--- config.mk ---
export PLATFORM = sky130hd
export DESIGN_NAME = add_sub_acc
export DESIGN_NICKNAME = d
export VERILOG_FILES = /design/src/rtl/dsp_pkg.sv /design/src/rtl/addsub_core.sv /design/src/rtl/add_sub_acc.sv
export SDC_FILE = /design/constraint.sdc
export NUM_CORES = 1
export LEC_CHECK = 0
export CORE_ASPECT_RATIO = 0.9
export CORE_UTILIZATION = 32
export CTS_CLUSTER_SIZE = 25
export DETAILED_ROUTE_END_ITERATION = 10
export HOLD_SLACK_MARGIN = 0.08
export PLACE_DENSITY_LB_ADDON = 0.25
export RECOVER_POWER = 100
export SLEW_MARGIN = 20
export SYNTH_ARGS = -nofsm -noshare
export SYNTH_HDL_FRONTEND = slang
export SYNTH_SLANG_ARGS = --single-unit
export TNS_END_PERCENT = 1
--- constraint.sdc ---
create_clock -name CLK -period 6.15 [get_ports CLK]
set_input_delay 1.23 -clock CLK [delete_from_list [all_inputs] [get_ports CLK]]
set_output_delay 1.23 -clock CLK [all_outputs]
set_load 0.01 [all_outputs]
--- src/rtl/dsp_pkg.sv ---
// Shared DSP definitions: OPMODE bit positions and encodings used by the
// add/subtract/accumulate datapath.
package dsp_pkg;

  // OPMODE bit positions
  localparam int OP_SUB = 0;
  localparam int OP_ACC = 1;

  localparam int OPMODE_W = 2;

  typedef enum logic [OPMODE_W-1:0] {
    OPM_ADD     = 2'b00,
    OPM_SUB     = 2'b01,
    OPM_ACC_ADD = 2'b10,
    OPM_ACC_SUB = 2'b11
  } opmode_e;

  function automatic logic is_sub(input logic [OPMODE_W-1:0] op);
    return op[OP_SUB];
  endfunction

  function automatic logic is_acc(input logic [OPMODE_W-1:0] op);
    return op[OP_ACC];
  endfunction

endpackage

--- src/rtl/addsub_core.sv ---
// Combinational WIDTH+1 bit add/subtract with unsigned carry/borrow out
// and two's-complement overflow detect.
module addsub_core #(
  parameter int WIDTH = 48
) (
  input  logic [WIDTH-1:0] x,
  input  logic [WIDTH-1:0] b,
  input  logic             cin,
  input  logic             sub,
  output logic [WIDTH-1:0] p,
  output logic             cout,
  output logic             ovf
);

  logic [WIDTH:0]          bc;
  logic [WIDTH:0]          ures;
  logic signed [WIDTH+1:0] xs;
  logic signed [WIDTH+1:0] bs;
  logic signed [WIDTH+1:0] sres;

  always_comb begin
    // B+CIN is formed one bit wider so that B=all-ones, CIN=1 does not wrap
    bc   = {1'b0, b} + {{WIDTH{1'b0}}, cin};
    ures = sub ? ({1'b0, x} - bc) : ({1'b0, x} + bc);

    xs   = {{2{x[WIDTH-1]}}, x};
    bs   = {{2{b[WIDTH-1]}}, b} + {{(WIDTH+1){1'b0}}, cin};
    sres = sub ? (xs - bs) : (xs + bs);

    p    = ures[WIDTH-1:0];
    cout = ures[WIDTH];
    // in range iff the top three bits of the wide signed result agree
    ovf  = (sres[WIDTH+1:WIDTH-1] != 3'b000) && (sres[WIDTH+1:WIDTH-1] != 3'b111);
  end

endmodule

--- src/rtl/add_sub_acc.sv ---
// Pipelined add/subtract/accumulate: optional input register stage followed
// by the result registers P/COUT/OVF/out_valid, all gated by CE.
module add_sub_acc
  import dsp_pkg::*;
#(
  parameter int WIDTH = 48,
  parameter int INREG = 1
) (
  input  logic             CLK,
  input  logic             RST,
  input  logic             CE,
  input  logic             in_valid,
  input  logic [WIDTH-1:0] A,
  input  logic [WIDTH-1:0] B,
  input  logic             CIN,
  input  logic [1:0]       OPMODE,
  output logic             out_valid,
  output logic [WIDTH-1:0] P,
  output logic             COUT,
  output logic             OVF
);

  if (WIDTH < 2 || WIDTH > 64) begin : g_bad_width
    $error("add_sub_acc: WIDTH must be in 2..64");
  end
  if (INREG != 0 && INREG != 1) begin : g_bad_inreg
    $error("add_sub_acc: INREG must be 0 or 1");
  end

  logic             s_valid;
  logic [WIDTH-1:0] s_a;
  logic [WIDTH-1:0] s_b;
  logic             s_cin;
  logic [1:0]       s_op;

  if (INREG == 1) begin : g_inreg
    always_ff @(posedge CLK) begin
      if (RST) begin
        s_valid <= 1'b0;
        s_a     <= '0;
        s_b     <= '0;
        s_cin   <= 1'b0;
        s_op    <= '0;
      end else if (CE) begin
        s_valid <= in_valid;
        s_a     <= A;
        s_b     <= B;
        s_cin   <= CIN;
        s_op    <= OPMODE;
      end
    end
  end else begin : g_noinreg
    assign s_valid = in_valid;
    assign s_a     = A;
    assign s_b     = B;
    assign s_cin   = CIN;
    assign s_op    = OPMODE;
  end

  logic [WIDTH-1:0] x;
  logic [WIDTH-1:0] core_p;
  logic             core_cout;
  logic             core_ovf;

  // accumulate reads the live P register, so consecutive ops chain without a bubble
  assign x = is_acc(s_op) ? P : s_a;

  addsub_core #(
    .WIDTH(WIDTH)
  ) u_core (
    .x    (x),
    .b    (s_b),
    .cin  (s_cin),
    .sub  (is_sub(s_op)),
    .p    (core_p),
    .cout (core_cout),
    .ovf  (core_ovf)
  );

  always_ff @(posedge CLK) begin
    if (RST) begin
      out_valid <= 1'b0;
      P         <= '0;
      COUT      <= 1'b0;
      OVF       <= 1'b0;
    end else if (CE) begin
      out_valid <= s_valid;
      if (s_valid) begin
        P    <= core_p;
        COUT <= core_cout;
        OVF  <= core_ovf;
      end
    end
  end

endmodule

==> results of run 1 <==
-- cells by family (layout without fill, tap and decap cells) --
group,Yosys count,in the layout,share of synthesized area (%)
adder cells (fa/ha/maj),53,53,5.90
AND/OR/NAND/NOR,514,514,21.8
AO/OA/AOI/OAI,296,296,16.4
buffers and inverters,114,247,4.09
flip-flops,151,151,26.6
XOR/XNOR,142,142,11.1
multiplexers,154,154,14.1
-- cells in the mapped netlist (3+ instances only) --
master	n
nor2_1	179
dfxtp_1	151
nand2_1	127
mux2i_1	106
a21oi_1	104
xnor2_1	86
clkbuf_1	61
xor2_1	55
ha_1	52
o21ai_0	50
mux2_2	48
a21o_1	38
nand3_1	36
nor3_1	33
nand4_1	32
inv_1	22
and3_1	21
a31oi_1	20
buf_2	17
and2_1	15
or3_1	13
a211oi_1	12
buf_1	12
nand2b_1	10
nor4_1	10
o21bai_1	10
o31ai_1	9
a41oi_1	6
and4_1	6
nor2b_1	6
a311oi_1	5
nor3b_1	5
or2_2	5
o211ai_1	4
o21a_1	4
o22ai_1	4
a31o_2	3
or4_1	3
-- worst paths after layout --
kind               start  endpoint  slack, ns
setup / recovery  s_b[0]       OVF       0.36
hold / removal     P[13]     P[13]       0.47
setup reg to reg  s_b[0]       OVF       0.36
hold reg to reg    P[13]     P[13]       0.47
-- registers in the layout (all words and copies together) (netlist names) --
name	cells
COUT	1
s_b	48
out_valid	1
OVF	1
s_op	2
s_a	48
P	48
s_valid	1
s_cin	1
-- report_power, final --
part	total, µW	internal, µW	leakage (µW)	switching (µW)
Combinational	863	399	0.00436	463
Sequential	1100	1030	0.00124	70.3
Clock	1020	556	0.000260	464
Total	2980	1990	0.00586	997
-- per-layer routing --
metal / vias up / share of wire, %
met4: 0 / 1.1
met1: 4896 / 52
li1: 5315 / -
met2: 246 / 42
met5: - / 0
met3: 19 / 4.7
-- what timing repair did --
item	4_1_cts	5_1_grt
buffers inserted	0	1
hold buffers	0	0
setup endpoints to repair	0	7
gates resized for setup	0	9
-- through the flow --
step	hold WS, ns	utilization (%)	std cells	cell area [µm²]	setup slack, ns
after floorplan	0.456	-	1424	11400	0.760
after global placement	0.457	38.3	1993	13400	0.287
after detailed placement	0.463	38.3	1993	13400	0.246
after CTS	0.471	39.9	2025	13900	0.210
after global routing	0.485	39.9	2026	14000	0.00420
final	0.467	39.9	2026	14000	0.360
-- layout make-up --
class | count | area, µm² | area share (%)
clock buffers | 20 | 437 | 3.13
clock inverters | 12 | 104 | 0.743
inverters | 22 | 82.6 | 0.591
multi-input cells | 1159 | 7900 | 56.6
flip-flops and latches | 151 | 3030 | 21.7
well taps | 469 | 587 | 4.20
repair buffers | 193 | 1830 | 13.1
-- layout by cell type (no fill, tap or decap), types with 5 or more instances in the layout --
cell type	instances
nand2b_1	10
a211oi_1	12
and2_1	15
nand3_1	36
and3_1	21
a31oi_1	20
xor2_1	55
nor2_1	178
a21oi_1	104
buf_4	36
nor3_1	32
and4_1	6
o31ai_1	9
mux2i_1	106
a311oi_1	5
xnor2_1	86
dfxtp_1	147
dlygate4sd3_1	51
o21ai_0	50
or3_1	13
clkbuf_16	17
inv_1	22
clkdlybuf4s50_1	100
o21bai_1	10
mux2_2	48
nor2b_1	6
nand2_1	127
a41oi_1	6
clkbuf_1	5
ha_1	49
nor3b_1	5
nand4_1	32
nor4_1	10
clkinv_2	5
or2_2	5
a21o_1	38
-- critical path, cell delays in order (launching register included) --
cell,delay (ns)
dfxtp_1,0.37
ha_2,0.31
nand3_1,0.19
o21a_1,0.24
nor3_1,0.37
nand3_1,0.23
or4_4,0.65
or2b_1,0.19
xnor2_1,0.17
ha_1,0.35
o21a_1,0.19
o21ai_0,0.39
nand4_1,0.17
a41oi_1,0.43
a21bo_1,0.25
o311ai_2,0.16
a31oi_1,0.25
xnor2_1,0.12
or3_1,0.37
o311a_1,0.28
==> run metrics, run 1 <==
status finished, violations left; failing checks capacitance limit, slew limit; CP endpoint kind register; ranking of synthesized cells by area dfxtp_1 27%, mux2i_1 9.3%, xnor2_1 6.6%, nor2_1 5.9%, ha_1 5.7%; largest net degree at the start of global routing 101; area leader, netlist dfxtp_1; post-synthesis sequential area ratio 26.6%; Leakage 0.00586 µW; final setup violation count 0; FFs w/ async S/R, synth 0%; HPWL after DPL around 27,000 µm; Rows 65; post-layout min period about 5.8 ns; met2 global-route usage about 29%; number of cells on the worst hold path 2; Synth cell types 72; maximum VDD drop 0.175 mV; Max-slew headroom -144%; share of cells above drive strength 1 a little under a tenth; Final nets around 1,700; WL/cell ~17 µm; met1 usage ~29%; Clock Skew about 0.011 ns; H-Tree Depth 4; clock sink count ~150; Avg Vias per Cell just over 5; DRT antenna net count 0; latest clock arrival within the worst-skew pair roughly 0.44 ns; clk buf depth 2; total CTS buffers 17; Startpoint Class register; number of global-route vias before repair just over 10,000; yosys warns 0; worst-path fanout max 9; Fmax achieved ~170 MHz; core area 35,000 µm²; ratio of final minimum period to clock period between 90% and 100%; drt pass-1 iters 6; post-synthesis cell count 1,424; die height 181 µm; io pins about 150; first-pass GRT wire length 56,200 µm; Initial Util around 32%; Worst Tran Pin Value 3.66 ns; number of DRC markers in iteration 0 670; Hold Crit Class register to register; top cell type's share of synthesized area roughly a quarter; Syn Nets 1,580; input/output buffers 153; Tot Pwr between 2000 and 3000 µW; CTS tree built; DIE WIDTH ~200 µm; Reg2Reg Depth 19; met3 Usage GRT around 2.9%; GRT Overall Usage between 10% and 20%; synthesized area 11,400 µm²; DIE AREA 36,300 µm²; Mapped Avg Cell Area between 7 and 8 µm²; fin. max-slew vios 106; Antenna Cells 0; setup TNS 0 ns; number of synthesized register bits approximately 150; gr ovfl total 0; top_reg_cell synth dfxtp_1; PD cells ~210 nW/µm²; P&R area growth vs syn 23.0%; number of fill cells roughly 3,700; kind of critical path register to register; peak-usage layer in the global routing report met2; EDFF count, synth 0; CTS clk-pin slew, worst paths 0.07 ns; maxcap violations 2; Root Buffer clkbuf_16; Worst EP required between 6 and 7 ns; final hold viol count 0; crit path DAT about 6 ns; Final GP Congestion between 0.9 and 1; WL final 35,100 µm; initial antenna violation count 0; vias about 10,000; DRC errors left 0; RSZ-0062 raised after global routing false
Power figures use the tool's default switching activity.
==> inputs of run 2 (changes only) <==
CAP_MARGIN = 20   (was not set)
CORE_ASPECT_RATIO = 0.6   (was 0.9)
==> run 2 against run 1 <==
Compared with the run above: the run still ends with capacitance limit, slew limit left; worst setup slack improved by 0.072 ns; sequential cell count unchanged; non-clock buffer count up 5; sequential share of layout area down 0.057 points; sequential power about the same; clock power is essentially flat; power rose by 1.4%; cell area up 0.18%; critical path depth grew 1; cell count is essentially flat; die area hardly changed; clock skew is 0.0041 ns higher; largest power group unchanged.
==> run metrics, run 2 (synthesized netlist as in run 1, its figures left out) <==
CP endpoint kind register; RR Startpoint s_b[11]; critical path startpoint s_b[11]; Worst Tran Pin Value 4.21 ns (+0.546 ns); latest clock arrival within the worst-skew pair 0.46 ns (+0.02 ns); share of cells above drive strength 1 9.44% (+0.12 points); fin. max-slew vios 60 (-43%); crit path DAT 6.07 ns (-0.05 ns); commonest non-fill, non-tap cells in the layout 179 x nor2_1, 149 x dfxtp_1, 127 x nand2_1; Tot Pwr 3030 µW (+1.4%); WL final 37,100 µm (+5.7%); GRT Overall Usage 20.6% (+1.2 points); post-layout util 40.0% (+0.099 points); number of global-route vias before repair 9,682 (-3.9%); total CTS buffers 17 (unchanged); fin cells 2,025 (-0.049%); maximum VDD drop 0.210 mV (+20%); Initial Util 32.5% (about the same); Clock Skew 0.0151 ns (+0.00413 ns); Startpoint Class register; io pins 154 (unchanged); Antenna Cells 0 (unchanged); setup TNS 0 ns (unchanged); Final nets 1,705 (+0.29%); maxcap violations 1 (-1); clk buf depth 2 (unchanged); post-layout min period 5.72 ns (-0.0720 ns); Avg Vias per Cell 5.23 (+1.2%); Hold WS 0.466 ns (-0.000995 ns); DRC errors left 0 (unchanged); r2r setup slk 0.43 ns (+0.07 ns); input/output buffers 153 (unchanged); Root Buffer clkbuf_16; clock sink count 151 (unchanged); worst-path fanout max 12 (+3); number of cells on the worst hold path 2 (unchanged); CTS tree built; Final GP Congestion 0.967 (+5.8%); final hold viol count 0 (unchanged); failing checks capacitance limit, slew limit; Worst EP required 6.50 ns (+0.02 ns); Fmax achieved 175 MHz (+1.3%); Largest regs P (48), s_a (48), s_b (48); H-Tree Depth 4 (unchanged); ratio of final minimum period to clock period 93.0% (-1.2 points); Leakage 0.00588 µW (+0.28%); initial antenna violation count 0 (unchanged); DRT antenna net count 0 (unchanged); PD cells 216 nW/µm² (+1.2%); number of DRC markers in iteration 0 754 (+13%); hold_buf cts 0 (unchanged); core area 34,900 µm² (about the same); final setup violation count 0 (unchanged); P&R area growth vs syn 23.2%; reg-to-reg critical path endpoint OVF; Hold Crit Class register to register; DIE WIDTH 245 µm (+22%); status finished, violations left; RSZ-0062 raised after global routing false; die height 148 µm (-18%); WL/cell 18.3 µm (+5.8%); hold_sp P[37]; DIE AREA 36,300 µm² (about the same); largest net degree at the start of global routing 60 (-41%); kind of critical path register to register; Reg2Reg Depth 20 (+1); Hold Path End P[37]; Placed Cells 1,996 (+0.15%); Rows 53 (-18%); commonest non-fill, non-tap cell in the layout nor2_1; vias 10,600 (+1.1%); HPWL after DPL 29,400 µm (+8.4%); CTS clk-pin slew, worst paths 0.07 ns (about the same); first-pass GRT wire length 57,400 µm (+2.2%); gr ovfl total 0 (unchanged); drt pass-1 iters 6 (unchanged); Max-slew headroom -181% (-36 points)
[run 2: changes by cell type in the layout (fill, tap and decap cells not counted), moves of 2 or more]
cell / before / now
buf_4: 36 / 40
clkinv_2: 5 / 3
dfxtp_1: 147 / 149
dfxtp_2: 4 / 2
inv_6: 2 / 0
[run 2: layout make-up]
class	count	area (µm²)
fillers	3590	21000
inverters	22	82.6
clock inverters	9	106
repair buffers	198	1840
multi-input cells	1159	7910
clock buffers	19	443
well taps	467	584
flip-flops and latches	151	3030
[run 2: critical path, cell delays in order (launching register included)]
cell and delay [ns]:
dfxtp_1 0.48, nand4_4 0.18, or3_1 0.47, buf_4 0.22
or4_1 0.52, nand3_1 0.14, or4_4 0.16, or2b_1 0.24
xnor2_1 0.36, ha_1 0.37, and3_1 0.21, and4_1 0.20
o21ai_1 0.13, nand2_1 0.07, a41oi_1 0.41, a21bo_2 0.27
o311ai_2 0.14, a31oi_1 0.25, xnor2_1 0.12, or3_1 0.38
o311a_1 0.28
[run 2: how the worst max path moves through the flow]
stage               endpoint  cells after the start  slack [ns]
finish                   OVF                     20        0.43
global route             OVF                     21       0.007
CTS                      OVF                     19        0.26
detailed placement       OVF                     19        0.28
global placement         OVF                     19        0.44
floorplan                OVF                     23        0.76
[run 2: per-stage QoR]
step	instance area [µm²]	worst slack (ns)
final	14000	0.432
after CTS	14000	0.262
after detailed placement	13400	0.275
after global placement	13400	0.443
after floorplan	11400	0.760
after global routing	14000	0.00678
[run 2: report_power, final]
part           internal, µW  switching [µW]  leakage, µW
Clock                   595             436     0.000262
Sequential             1030            67.7      0.00124
Combinational           403             491      0.00437
[run 2: per-layer routing]
metal / share of wire [%] / GRT usage, % / up-vias
met2: 36 / 25.6 / 334
li1: - / - / 5329
met3: 8.1 / 5.61 / 23
met1: 54 / 33.1 / 4908
met5: 0 / 0 / -
met4: 1.2 / 5.31 / 0
[run 2: timing repair]
| item | in CTS | in global routing |
|---|---|---|
| resized for setup | 0 | 11 |
| setup buffers | 0 | 1 |
| endpoints found under the hold margin | 0 | 0 |
| endpoints found under the setup margin | 0 | 5 |
==> inputs of run 3 (changes only) <==
CAP_MARGIN = not set   (was 20)
==> results of run 3 <==
The final DEF is identical to that of run 2; final timing and power are the same.
